[src/rtl/main_module_pkg.sv]
// Shared constants for the menu/VGA block: 640x480@60 timing, band height,
// colour palette and button lane indices.
package main_module_pkg;

    // Horizontal timing, in pixel ticks
    localparam logic [9:0] H_ACTIVE     = 10'd640;
    localparam logic [9:0] H_FP         = 10'd16;
    localparam logic [9:0] H_SYNC       = 10'd96;
    localparam logic [9:0] H_BP         = 10'd48;
    localparam logic [9:0] H_TOTAL      = H_ACTIVE + H_FP + H_SYNC + H_BP;
    localparam logic [9:0] H_SYNC_START = H_ACTIVE + H_FP;
    localparam logic [9:0] H_SYNC_END   = H_ACTIVE + H_FP + H_SYNC;

    // Vertical timing, in lines
    localparam logic [9:0] V_ACTIVE     = 10'd480;
    localparam logic [9:0] V_FP         = 10'd10;
    localparam logic [9:0] V_SYNC       = 10'd2;
    localparam logic [9:0] V_BP         = 10'd33;
    localparam logic [9:0] V_TOTAL      = V_ACTIVE + V_FP + V_SYNC + V_BP;
    localparam logic [9:0] V_SYNC_START = V_ACTIVE + V_FP;
    localparam logic [9:0] V_SYNC_END   = V_ACTIVE + V_FP + V_SYNC;

    // Each menu item owns a horizontal band of this many lines
    localparam logic [9:0] BAND_H = 10'd120;

    typedef struct packed {
        logic [7:0] r;
        logic [7:0] g;
        logic [7:0] b;
    } rgb_t;

    localparam rgb_t COL_BLACK  = 24'h000000;
    localparam rgb_t COL_SEL    = 24'h00FF00;
    localparam rgb_t COL_CURSOR = 24'h0000FF;
    localparam rgb_t COL_BG     = 24'h404040;

    // Bit positions of the buttons inside the synchronizer vectors
    typedef enum logic [1:0] {
        BTN_UP   = 2'd0,
        BTN_DOWN = 2'd1,
        BTN_SEL  = 2'd2
    } btn_e;

    // Band number of a line (v / BAND_H); only lines below 525 occur
    function automatic logic [2:0] band_of(input logic [9:0] v);
        return 3'(v / BAND_H);
    endfunction

endpackage

[src/rtl/main_module_vga_timing.sv]
// Pixel/line counters and raw sync/active decode for 640x480 VGA.
// Counters advance only on pixel ticks; decodes are combinational and the
// parent registers them.
module vga_timing
    import main_module_pkg::*;
(
    input  logic       clk,
    input  logic       rst,
    input  logic       tick,
    output logic [9:0] v,
    output logic       hsync_n,
    output logic       vsync_n,
    output logic       active
);

    logic [9:0] h_cnt;
    logic [9:0] v_cnt;

    // Raster scan: h wraps at end of line and steps v, v wraps at end of frame
    always_ff @(posedge clk) begin
        if (rst) begin
            h_cnt <= '0;
            v_cnt <= '0;
        end else if (tick) begin
            if (h_cnt == H_TOTAL - 10'd1) begin
                h_cnt <= '0;
                v_cnt <= (v_cnt == V_TOTAL - 10'd1) ? '0 : v_cnt + 10'd1;
            end else begin
                h_cnt <= h_cnt + 10'd1;
            end
        end
    end

    assign v       = v_cnt;
    assign hsync_n = !(h_cnt >= H_SYNC_START && h_cnt < H_SYNC_END);
    assign vsync_n = !(v_cnt >= V_SYNC_START && v_cnt < V_SYNC_END);
    assign active  = (h_cnt < H_ACTIVE) && (v_cnt < V_ACTIVE);

endmodule

[src/rtl/main_module.sv]
// Menu cursor/selection driven by three push buttons, rendered as coloured
// horizontal bands on a 640x480 VGA output.
// Optional feature: define MAIN_MODULE_DEBOUNCE_EN to require each
// synchronized button level to hold for DEBOUNCE_CYCLES clocks before use.
module main_module
    import main_module_pkg::*;
#(
    parameter int NUM_ITEMS       = 4,
    parameter int DEBOUNCE_CYCLES = 65536
) (
    input  logic       clk,
    input  logic       rst,
    input  logic       up_btn,
    input  logic       down_btn,
    input  logic       select_btn,
    output logic       vga_hsync,
    output logic       vga_vsync,
    output logic       sync_blank,
    output logic       sync_b,
    output logic       clk_25,
    output logic [7:0] red,
    output logic [7:0] green,
    output logic [7:0] blue
);

    localparam logic [1:0] LAST = 2'(NUM_ITEMS - 1);

    if (NUM_ITEMS < 2 || NUM_ITEMS > 4 || DEBOUNCE_CYCLES < 1) begin : g_param_check
        $error("main_module: NUM_ITEMS must be 2..4 and DEBOUNCE_CYCLES >= 1");
    end

    logic [2:0] pins;
    logic [2:0] sync1, sync2, level, prev, pulse;
    logic [1:0] settle;
    logic [1:0] cursor, sel_idx, band_idx;
    logic       sel_valid;
    logic [2:0] band_raw;
    logic [9:0] v;
    logic       hsync_n, vsync_n, active;
    rgb_t       pix;

    assign pins = {select_btn, down_btn, up_btn};

    // Pixel clock divider; its high phase doubles as the pixel tick
    always_ff @(posedge clk) begin
        if (rst) clk_25 <= 1'b0;
        else     clk_25 <= ~clk_25;
    end

    vga_timing u_timing (
        .clk     (clk),
        .rst     (rst),
        .tick    (clk_25),
        .v       (v),
        .hsync_n (hsync_n),
        .vsync_n (vsync_n),
        .active  (active)
    );

    // Two-flop synchronizer plus edge register; idle level of the pins is 1
    always_ff @(posedge clk) begin
        if (rst) begin
            sync1 <= '1;
            sync2 <= '1;
            prev  <= '1;
        end else begin
            sync1 <= pins;
            sync2 <= sync1;
            prev  <= level;
        end
    end

    // Mask edges while the reset-time 1s drain out of the synchronizer, so a
    // button already held low at reset release is not seen as a press
    always_ff @(posedge clk) begin
        if (rst)              settle <= 2'd3;
        else if (settle != 0) settle <= settle - 2'd1;
    end

`ifdef MAIN_MODULE_DEBOUNCE_EN
    localparam int DB_W = $clog2(DEBOUNCE_CYCLES + 1);

    for (genvar i = 0; i < 3; i++) begin : g_db
        logic [DB_W-1:0] cnt;
        logic            lvl;

        // Accept a new level only after it differs for DEBOUNCE_CYCLES clocks
        always_ff @(posedge clk) begin
            if (rst) begin
                cnt <= '0;
                lvl <= 1'b1;
            end else if (settle != 0) begin
                cnt <= '0;
                lvl <= sync2[i];
            end else if (sync2[i] == lvl) begin
                cnt <= '0;
            end else if (cnt == DB_W'(DEBOUNCE_CYCLES - 1)) begin
                cnt <= '0;
                lvl <= sync2[i];
            end else begin
                cnt <= cnt + 1'b1;
            end
        end

        assign level[i] = lvl;
    end
`else
    assign level = sync2;
`endif

    assign pulse = prev & ~level & {3{settle == 2'd0}};

    // Cursor moves on up/down (ignored when both fire); select toggles or
    // retargets the selection using the cursor value before any move
    always_ff @(posedge clk) begin
        if (rst) begin
            cursor    <= '0;
            sel_valid <= 1'b0;
            sel_idx   <= '0;
        end else begin
            if (pulse[BTN_UP] && !pulse[BTN_DOWN])
                cursor <= (cursor == 2'd0) ? LAST : cursor - 2'd1;
            else if (pulse[BTN_DOWN] && !pulse[BTN_UP])
                cursor <= (cursor == LAST) ? 2'd0 : cursor + 2'd1;

            if (pulse[BTN_SEL]) begin
                if (sel_valid && sel_idx == cursor) begin
                    sel_valid <= 1'b0;
                end else begin
                    sel_valid <= 1'b1;
                    sel_idx   <= cursor;
                end
            end
        end
    end

    // Band colour: selection beats cursor beats background; black elsewhere
    always_comb begin
        band_raw = band_of(v);
        band_idx = (band_raw > 3'(LAST)) ? LAST : band_raw[1:0];
        pix      = COL_BLACK;
        if (active && band_raw < 3'(NUM_ITEMS)) begin
            if (sel_valid && band_idx == sel_idx) pix = COL_SEL;
            else if (band_idx == cursor)          pix = COL_CURSOR;
            else                                  pix = COL_BG;
        end
    end

    // Output register stage: one clock behind the counters
    always_ff @(posedge clk) begin
        if (rst) begin
            vga_hsync  <= 1'b1;
            vga_vsync  <= 1'b1;
            sync_blank <= 1'b0;
            red        <= '0;
            green      <= '0;
            blue       <= '0;
        end else begin
            vga_hsync  <= hsync_n;
            vga_vsync  <= vsync_n;
            sync_blank <= active;
            red        <= pix.r;
            green      <= pix.g;
            blue       <= pix.b;
        end
    end

    assign sync_b = 1'b0;

endmodule

[config.mk]
export PLATFORM = sky130hd
export DESIGN_NAME = main_module
export DESIGN_NICKNAME = d
export VERILOG_FILES = /design/src/rtl/main_module_pkg.sv /design/src/rtl/main_module_vga_timing.sv /design/src/rtl/main_module.sv
export SDC_FILE = /design/constraint.sdc
export NUM_CORES = 1
export LEC_CHECK = 0
export BUFFER_PORTS_ARGS = -buffer_cell sky130_fd_sc_hd__clkbuf_2
export CAP_MARGIN = 20
export CORE_UTILIZATION = 31
export CTS_CLUSTER_SIZE = 20
export DETAILED_ROUTE_END_ITERATION = 6
export GPL_ROUTABILITY_DRIVEN = 0
export GPL_TIMING_DRIVEN = 0
export MAX_ROUTING_LAYER = met4
export SETUP_SLACK_MARGIN = 0.05
export SLEW_MARGIN = 30
export SYNTH_ARGS = -nofsm -noshare
export SYNTH_HDL_FRONTEND = slang
export SYNTH_HIERARCHICAL = 1
export SYNTH_SLANG_ARGS = --single-unit
[constraint.sdc]
create_clock -name clk -period 2.5 [get_ports clk]
set_input_delay 0.125 -clock clk [delete_from_list [all_inputs] [get_ports clk]]
set_output_delay 0.125 -clock clk [all_outputs]
set_load 0.03 [all_outputs]
==> results.py <==
metrics = {
    "cells_and_area": {
        "fin_nets": 314,
        "finalInstanceArea_um2": 2720,
        "n_antenna_cell": 0,
        "layout-drive-gt1-share": 0.246,
        "syn2layout_area_growth_pct": 15.1,
        "fillers": 776,
    },
    "setup_path": {
        "cp_num_buf_inv": 2,
        "slowest_delay_ps": 470,
        "reg2reg_setup_slack_ps": 390,
        "start_kind": "flip-flop",
        "crit_path_end": "u_timing/v[4]",
        "r2r_cells": 7,
        "worstPathArrival_ps": 2330,
        "path_class": "reg -> reg",
        "cp_cell_sequence": "inv_1, ha_1, nor4b_1, nand4_1, clkbuf_1, or4b_1, a21oi_1",
        "crit_family": "simple AND/OR/NAND/NOR gates",
        "required_ps": 2720,
        "crit_slowest_cell": "dfxtp_1",
        "rr_endpoint": "u_timing/v[4]",
        "timing.rr.start": "u_timing/v[0]",
        "cp-end-kind": "flip-flop",
        "worst-path-stages": 7,
        "crit_path_start": "u_timing/v[0]",
        "crit_fanout": 10,
    },
    "timing": {
        "finClkSkew_ps": 3.99,
        "worst_slew_pin_slew_ps": 498,
        "period_needed_ps": 2110,
        "rsz0062_at_grt": "no",
        "finalSetupViolCount": 0,
        "setup_tns_ps": 0,
        "period_share": 0.843,
        "max_freq_ghz": 0.475,
        "relSlewSlack": 0.665,
        "maxSlewViolCount": 0,
        "final-hold-violation-count": 0,
    },
    "placed_design": {
        "portBuffers": 25,
        "dpl_cell_area_um2": 2640,
        "detailed_place_hpwl_mm": 3.01,
    },
    "synth": {
        "synth_cells": 261,
        "synthSimpleGateAreaFrac": 0.240,
        "netlist_area_um2": 2360,
        "ys.warnings.count": 6,
        "synth_top_family_by_area": "simple AND/OR/NAND/NOR gates",
        "synth_area_leaders": "dfxtp_1 38%, buf_4 6.7%, xnor2_1 5.2%",
        "synth_top_area_share": 0.381,
        "ys_seq_elements": 45,
        "synthTopCellsByCount": "45 x dfxtp_1, 21 x buf_4, 20 x nor2_1",
        "synth_compound_area_frac": 0.126,
        "synth_edf_count": 0,
        "synth_top_area_cell": "dfxtp_1",
        "synth_xor_area_frac": 0.0778,
        "yosys.area_share.adder": 0.0476,
        "yosysMostFrequentCell": "dfxtp_1",
        "synth_ff_type": "dfxtp_1",
        "yosysSeqAreaShare": 0.381,
        "muxShareOfSynthArea": 0.0169,
        "ys_async_sr_fraction": 0,
        "synth.distinct_cells": 51,
        "syn_avg_cell_area_um2": 9.06,
    },
    "cts": {
        "ctsResizeCount": 0,
        "clock_latency_ps": 290,
        "htreeDepth": 2,
        "ctsLongestPathBuffers": 2,
        "clk_pin_slew_worst_paths_ps": 80,
        "cts_made_buffers": 5,
        "tritoncts": "yes",
        "cts_setup_buffers": 0,
        "clock_sinks": 45,
        "cts_root_buf": "clkbuf_8",
        "cts_hold_buf": 0,
    },
    "global_routing": {
        "antenna_found_initial": 0,
        "use_met2": 0.180,
        "grt_pass1_wl_mm": 7.00,
        "grt-busiest-layer": "met2",
        "grt_max_degree": 14,
        "grt_util_met1": 0.142,
        "met3_usage": 0.0342,
        "gr-total-overflow": 0,
        "grt_pass1_vias": 1593,
        "grt_usage": 0.116,
    },
    "drt": {
        "antenna_left": 0,
        "wl_mm": 4.12,
        "drt_first_pass_iters": 4,
        "first_iter_violations": 90,
        "drt-vias-per-instance": 4.52,
        "drc": 0,
        "num_vias": 1809,
        "wire_per_inst_um": 10.3,
    },
    "hold_path": {
        "hold_path.class": "in -> reg",
        "holdCritStartpoint": "down_btn",
    },
    "floorplan": {
        "die_w_um": 89.3,
        "start_util": 0.324,
        "core_um2": 7290,
        "design.die.area_um2": 7980,
        "placementRows": 31,
        "die_y_um": 89.3,
        "io_pins": 34,
    },
    "power": {
        "power_mw": 1.35,
        "p_per_area_nw_per_um2": 496,
        "peakVddDrop_uv": 192,
        "p_leak_nw": 1.04,
    },
    "status": {
        "status": "complete, no violations",
    },
    "job": {
        "drv_cap": 0,
    },
}
[how the worst min path moves through the flow]
stage | to | slack [ps] | depth (start not counted)
floorplan | sync_blank | 210 | 1
global placement | sync1[1] | 310 | 2
detailed placement | sync1[1] | 320 | 2
CTS | sync1[0] | 7 | 2
global route | sync1[1] | 4 | 2
finish | sync1[1] | 20 | 2
[stage by stage]
stage                     hold slack, ps  worst slack [ps]  instances   util
final                               15.1               393        400  0.373
after global routing                3.79               229        400  0.373
after CTS                           6.60               416        400  0.373
after detailed placement             318               438        392  0.362
after global placement               309               432        392  0.362
after floorplan                      208               403        268      -
[power by group]
group          internal (mW)  leakage (nW)  switching (mW)
sequential             0.740         0.367          0.0141
combinational         0.0666         0.627          0.0952
clock                  0.194        0.0450           0.241
[sequential cells by signal (all words and copies together), names as in the netlist]
register and count:
sel_valid 1, sync1 3, cursor 2, red 1, u_timing/h_cnt 10, clk_25 1
vga_vsync 1, u_timing/v 10, prev 3, level 3, green 2, blue 2
sync_blank 1, settle 2, vga_hsync 1, sel_idx 2
[metal layers]
layer	routed length [um]	vias up
li1	-	942
met1	1980	823
met2	1930	37
met3	163	7
met4	46	0
met5	0	-
[cell usage in the layout, fill, tap and decap left out, types with 5 or more instances in the layout]
cell type,count
buf_4,21
clkbuf_2,26
a21oi_1,10
nand2_1,14
conb_1,8
clkbuf_8,5
or2_2,12
a211oi_1,5
dfxtp_1,45
clkbuf_1,8
nor3_1,6
nor2_1,20
xor2_1,7
o32ai_1,5
inv_1,18
nand4_1,7
ha_1,9
nand3_1,10
xnor2_1,14
[final cells by class]
cell class / instances / area [um^2] / area share
plain buffers: 29 / 189 / 0.0694
clock buffers: 6 / 72.6 / 0.0267
clock inverters: 2 / 10.0 / 0.00368
inverters: 18 / 67.6 / 0.0248
multi-input cells: 176 / 1230 / 0.453
flip-flops and latches: 45 / 901 / 0.331
well taps: 99 / 124 / 0.0455
repair buffers: 25 / 125 / 0.0460
[cell families (layout without fill, tap and decap cells)]
family          Yosys count  count (layout)
simple gates            100             100
xor+xnor                 21              21
other cells               1               8
mux                       4               4
flops                    45              45
fa+ha+maj                 9               9
buf+inv                  47              80
compound gates           34              34
Power figures use the tool's default switching activity.
